**config.mk**
```make
export PLATFORM = sky130hd
export DESIGN_NAME = data_memory
export DESIGN_NICKNAME = d
export VERILOG_FILES = /design/src/rtl/data_memory.sv
export SDC_FILE = /design/constraint.sdc
export NUM_CORES = 2
export LEC_CHECK = 0
export CAP_MARGIN = 20
export CELL_PAD_IN_SITES_DETAIL_PLACEMENT = 0
export CELL_PAD_IN_SITES_GLOBAL_PLACEMENT = 1
export CORE_MARGIN = 8
export CORE_UTILIZATION = 35
export DETAILED_ROUTE_END_ITERATION = 6
export PLACE_DENSITY_LB_ADDON = 0.05
export SLEW_MARGIN = 40
export SYNTH_ARGS = -nofsm -noshare
export SYNTH_HDL_FRONTEND = slang
export SYNTH_SLANG_ARGS = --single-unit
```
**constraint.sdc**
```tcl
create_clock -name clk -period 10.62 [get_ports clk]
set_clock_uncertainty 0.05 [all_clocks]
set_input_delay 2.124 -clock clk [delete_from_list [all_inputs] [get_ports clk]]
set_output_delay 2.124 -clock clk [all_outputs]
set_load 0.01 [all_outputs]
```
**src/rtl/data_memory.sv**
```systemverilog
// Word-addressed data memory with a self-clearing sequence after reset or on
// request, a single CPU load/store port and a lower-priority preload port.
module data_memory #(
  parameter int unsigned WIDTH     = 32,
  parameter int unsigned ADDR_BITS = 6
) (
  input  logic                 clk,
  input  logic                 reset,
  input  logic [ADDR_BITS-1:0] dmem_addr,
  input  logic                 dmem_w_en,
  input  logic [WIDTH-1:0]     dmem_wdata,
  output logic [WIDTH-1:0]     dmem_rdata,
  output logic                 ready,
  input  logic                 clear_req,
  input  logic                 pl_valid,
  output logic                 pl_ready,
  input  logic [ADDR_BITS-1:0] pl_addr,
  input  logic [WIDTH-1:0]     pl_data
);

  localparam int unsigned DEPTH = 1 << ADDR_BITS;

  typedef enum logic {
    CLEAR = 1'b0,
    READY = 1'b1
  } state_t;

  state_t               state;
  logic [ADDR_BITS-1:0] clr_cnt;
  logic [WIDTH-1:0]     mem [DEPTH];

  // CPU port wins over preload; clear requests block both.
  assign pl_ready   = (state == READY) && !clear_req && !dmem_w_en;
  assign dmem_rdata = (state == READY) ? mem[dmem_addr] : '0;

  // Array writes live under the async reset so nothing is written while reset is high.
  always_ff @(posedge clk or posedge reset) begin
    if (reset) begin
      state   <= CLEAR;
      clr_cnt <= '0;
      ready   <= 1'b0;
    end else begin
      case (state)
        CLEAR: begin
          mem[clr_cnt] <= '0;
          clr_cnt      <= clr_cnt + ADDR_BITS'(1);
          if (clr_cnt == ADDR_BITS'(DEPTH - 1)) begin
            state <= READY;
            ready <= 1'b1;
          end
        end
        READY: begin
          if (clear_req) begin
            state   <= CLEAR;
            clr_cnt <= '0;
            ready   <= 1'b0;
          end else if (dmem_w_en) begin
            mem[dmem_addr] <= dmem_wdata;
          end else if (pl_valid && pl_ready) begin
            mem[pl_addr] <= pl_data;
          end
        end
        default: begin
          state <= CLEAR;
          clr_cnt <= '0;
          ready <= 1'b0;
        end
      endcase
    end
  end

endmodule

```
# --- Word level (Yosys, flattened, before mapping) ---
# Memories as Yosys holds them, arrays and structs flattened.
# Index checks and enable logic that the tools add are counted.
totals:
  regBits: 8
  latch_bits: 0
  ram_bits: 2048
  mem_bits_ro: 0
  in_bits: 81
  out_inout_bits: 34
  wordCells: 47
  memories: 1
memory_table:
  columns: ["name", "depth", "width", "rd", "rd_ports_with_merged_regs", "wr", "line_no", "source"]
  rows:
  - ["mem", 64, 32, 1, 0, 1, "30", "logic [WIDTH-1:0] mem [DEPTH];"]
classes:
  n_addsub: 1
  multipliers: 0
  n_div: 0
  order_cmp: 0
  eq_ne: 3
  n_shift: 0
  n_mux: 26
  bitwise: 1
  n_reduce_logical: 12
ops:
  columns: ["operator", "count"]
  rows:
  - ["2-to-1 mux 32 bit", 3]
  - ["OR reduction 32 bit", 2]
  - ["2-to-1 mux 6 bit", 3]
  - ["2-to-1 mux 1 bit", 17]
  - ["one-hot mux 6 bit (2 select lines)", 1]
  - ["adder 6 x 1 -> 6 bit, second input constant", 1]
  - ["== test 6 bit, second input constant", 1]
  - ["logical AND 1 bit", 6]
  - ["inequality test 2 bit, second input constant", 2]
  - ["one-hot mux 1 bit (2 select lines)", 2]
  - ["logical NOT 1 bit", 3]
  - ["AND reduction 2 bit", 1]
  - ["NOT 1 bit", 1]

# --- Logic depth before layout (Yosys ltp) ---
logic_depth:
  word_depth: 12
  mapped_depth: 11
  ltp_nobuf: 5

# --- Worst setup path before layout ---
# No wires, ideal clock.
synth_path:
  kind: "input-to-output"
  start: "in dmem_addr[2]"
  end: "out dmem_rdata[1]"
  t_arrival_ns: 3.985
  required_time_ns: 8.446
  setup_slack_ns: 4.461
  cell_stages: 8
  n_path_buf: 4
  cell_sequence: "buf_4 buf_2 buf_2 clkbuf_1 nand2_1 a32oi_1 a21oi_1 a2111oi_0"
synth_via:
  elab_chain_cells: 2
synth_lines:
  columns: ["item", "line_no", "source"]
  rows:
  - ["from (decl)", "9", "input logic [ADDR_BITS-1:0] dmem_addr,"]
  - ["memory read (64 x 32 bit)", null, null]
  - ["2-to-1 mux 32 bit", "34", "assign dmem_rdata = (state == READY) ? mem[dmem_addr] : '0;"]
  - ["to (decl)", "12", "output logic [WIDTH-1:0] dmem_rdata,"]
# No other way between the ends.

# --- Worst setup path in the final report ---
layout_path:
  start: "in dmem_addr[0]"
  end: "out dmem_rdata[19]"
# Same word-level chain as after synthesis.

==> impl_results.md <==
* Peak VDD IR at 176.5 uV
* GR Util All Layers at around a fifth
* Clk sinks at roughly 2,100
* I/O pins at 115
* Dpl hpwl at 145,500 um
* Crit-path max FO at 54
* Lkg Pwr at 0.03143 uW
* Hold_buf cts at 0
* # rows at 175
* Syn avg cell area at between 20 and 25 um2
* DR DRC count at 0
* CP Launch Point: dmem_addr[0]
* PostCTS Resize Cnt at 0
* Pin count of the biggest net entering global routing at 96
* Minimum clock period at 8132 ps
* Via count at 38,246
* Vias in the first global route at 40,911
* Placeable Area at 0.2266 mm2
* Pwr Density at ~190 mW/mm2
* Number of synthesized flops with an enable pin at 2,048
* Routability cong. at about 0.75
* Fillers at 19,761
* Critical Path End Type: output port
* Clock power share at 41.7%
* Die height at 492.6 um
* Ratio of cells with drive above 1 in the final layout at 29.41%
* H-tree Lvls at 4
* Combinational power share at 7.1%
* CTS buffer count at 221
* Synth Register Bits at between 2,000 and 2,500
* Sequential cell area at 0.06170 mm2
* FFs w/ async S/R, synth at less than 1%
* CTS tree: done
* Synth cell types at 61
* Synthesized Nets at 3,549
* Final setup violation count at 0
* Yosys warnings at 0
* Sw Ratio at 22.76%
* Fmax at 123.0 MHz
* Fin crit share at about 77%
* Met2 routed WL at roughly 120,000 um
* CP Class: in2out
* Syn Inst Count at 3,467
* Cell taking the most area after synthesis: edfxtp_1
* Reg power frac at 51.1%
* Post-route ant nets at 0
* Switching Power at slightly above 4000 uW
* Drt wl/cell at 35.49 um
* R2r startpoint: state
* Detailed Route WL at 247,900 um
* Unrepaired setup endpoints after global routing: no
* M1 WL at 107,400 um
* Hold path startpoint: ready
* Worst hold path type: reg2reg
* Clock Tree Root: clkbuf_16
* Status: finished, final reports clean
* CTS Buffer Depth at 3
* Most used DFF post-synth: edfxtp_1
* Met3 WL at roughly 11,000 um
* Arrival time worst endpoint at 5960 ps
* Port buffer count at approximately 110
* Setup TNS at 0 ps
* Int Power at 13,730 uW
* Die footprint at 0.2427 mm2
* Commonest cells in the synthesized netlist: 2,048 x edfxtp_1, 545 x mux4_2, 139 x nand2_1, 97 x mux2i_1, 94 x nor2_1
* Detailed router's first-iteration violation count at 3,390
* P&R area growth vs syn at 16.69%
* Fin nets at 3,875
* Global-route wire length before repair at between 300,000 and 400,000 um
* Multi-input gate area at about 0.017 mm2
* Type of origin of the critical path: input port
* Seq/Total Area, Yosys at 77.60%
* Worst skew pair latency at 830 ps
* Die width at 492.6 um
* Area of the mapped netlist at 0.07951 mm2
* Max Cap Viol at 0
* Max_slew headroom at 37.44%
* Vias/cell at 5.475
* Most common cell in the netlist: edfxtp_1
* Initial Util at 35.08%
* Top cell type's share of synthesized area at 77.35%
* Hold Vio Cnt, Final at 0
* Clock slew at reported path FFs at about 60 ps
* Setup Fix Bufs, Post-CTS at 0
* Antenna violations before repair at 8
* Max layer used: met4
* Total grt overflow at 0
* Detailed Routing Iterations Pass 1 at 5
* Synth top area cells: edfxtp_1 77%, mux4_2 15%, mux2i_1 1.2%, nand2_1 0.66%, a22o_1 0.51%
* Pins over their slew limit at 0
* Worst path required time at 8450 ps
* Final core occ at 40.94%
* Worst-margin pin slew at 938.4 ps
==> sequential cells by signal (all words and copies together), names as in the netlist <==
register	cells
mem	2048
ready	1
clr_cnt	6
state	1
==> power groups by stage <==
stage	Combinational [uW]	Clock [uW]	Sequential (uW)
after detailed placement	1290	0	9260
after global placement	1240	0	9250
after CTS	1300	7610	9090
after global routing	1330	7890	9100
final	1270	7410	9090
after floorplan	643	0	9240
==> final timing paths <==
| check | slack, ps | cells past startpoint | endpoint |
|---|---|---|---|
| max reg2reg | 5480 | 6 | mem[51][19] |
| min reg2reg | 440 | 2 | ready |
| min in group asynchronous | 1590 | 2 | clr_cnt[0] |
| max in group asynchronous | 8680 | 2 | state |
| max | 2490 | 8 | dmem_rdata[19] |
| min | 440 | 2 | ready |
==> metal layers <==
metal / vias up / GRT usage [%]
met1: 21439 / 27.51
met5: - / 0
met3: 289 / 2.898
li1: 15534 / -
met4: 0 / 4.623
met2: 984 / 34.65
==> final cells by class <==
cell class	count	area share, %
clock inverters	123	1.149
flip-flops and latches	2056	66.50
diodes	5	0.01349
inverters	9	0.04450
clock buffers	278	6.283
multi-input cells	1213	18.63
well taps	3009	4.058
repair buffers	292	3.324
==> worst max-delay path, cell delays in order <==
cell and delay, ps:
buf_8 530, buf_4 690, buf_4 470, mux4_2 550, mux4_2 490, nand3_1 180
a31oi_1 190, clkdlybuf4s50_1 550
==> through the flow <==
step | hold slack, ps | total power, uW | instances | setup WS, ps | instance area [um2]
after global placement | 433.6 | 10490 | 6548 | 1667 | 84990
after CTS | 449.0 | 17990 | 6975 | 2348 | 92640
final | 444.0 | 17770 | 6985 | 2488 | 92780
after floorplan | 422.1 | 9886 | 3467 | 4461 | 79510
after global routing | 486.1 | 18320 | 6981 | 2291 | 92770
after detailed placement | 435.9 | 10550 | 6574 | 2366 | 85740
==> cell families after synthesis <==
kind of cell | synth area share (%)
flops | 77.60
mux | 16.87
simple gates | 1.770
compound gates | 2.187
buf+inv | 1.544
xor+xnor | 0.01102
fa+ha+maj | 0.01573
==> placed cells by master (no fill, tap or decap), types with 12 or more instances in the layout <==
cell,n
buf_16,15
clkbuf_16,225
mux2_2,15
clkdlybuf4s50_1,108
nand2_1,138
o21ai_1,12
nor2_4,65
a21oi_1,32
a32oi_1,26
mux2i_1,97
a22oi_1,15
bufinv_16,18
buf_12,15
nor2_1,27
a22o_1,14
buf_4,126
clkinv_1,53
a22o_2,24
o21ai_0,18
edfxtp_1,2048
a221o_1,13
nand3_1,20
clkbuf_1,53
mux4_2,545
a221oi_1,13
clkinv_2,39
buf_6,15
No activity file was read; power rests on OpenSTA's default activity.
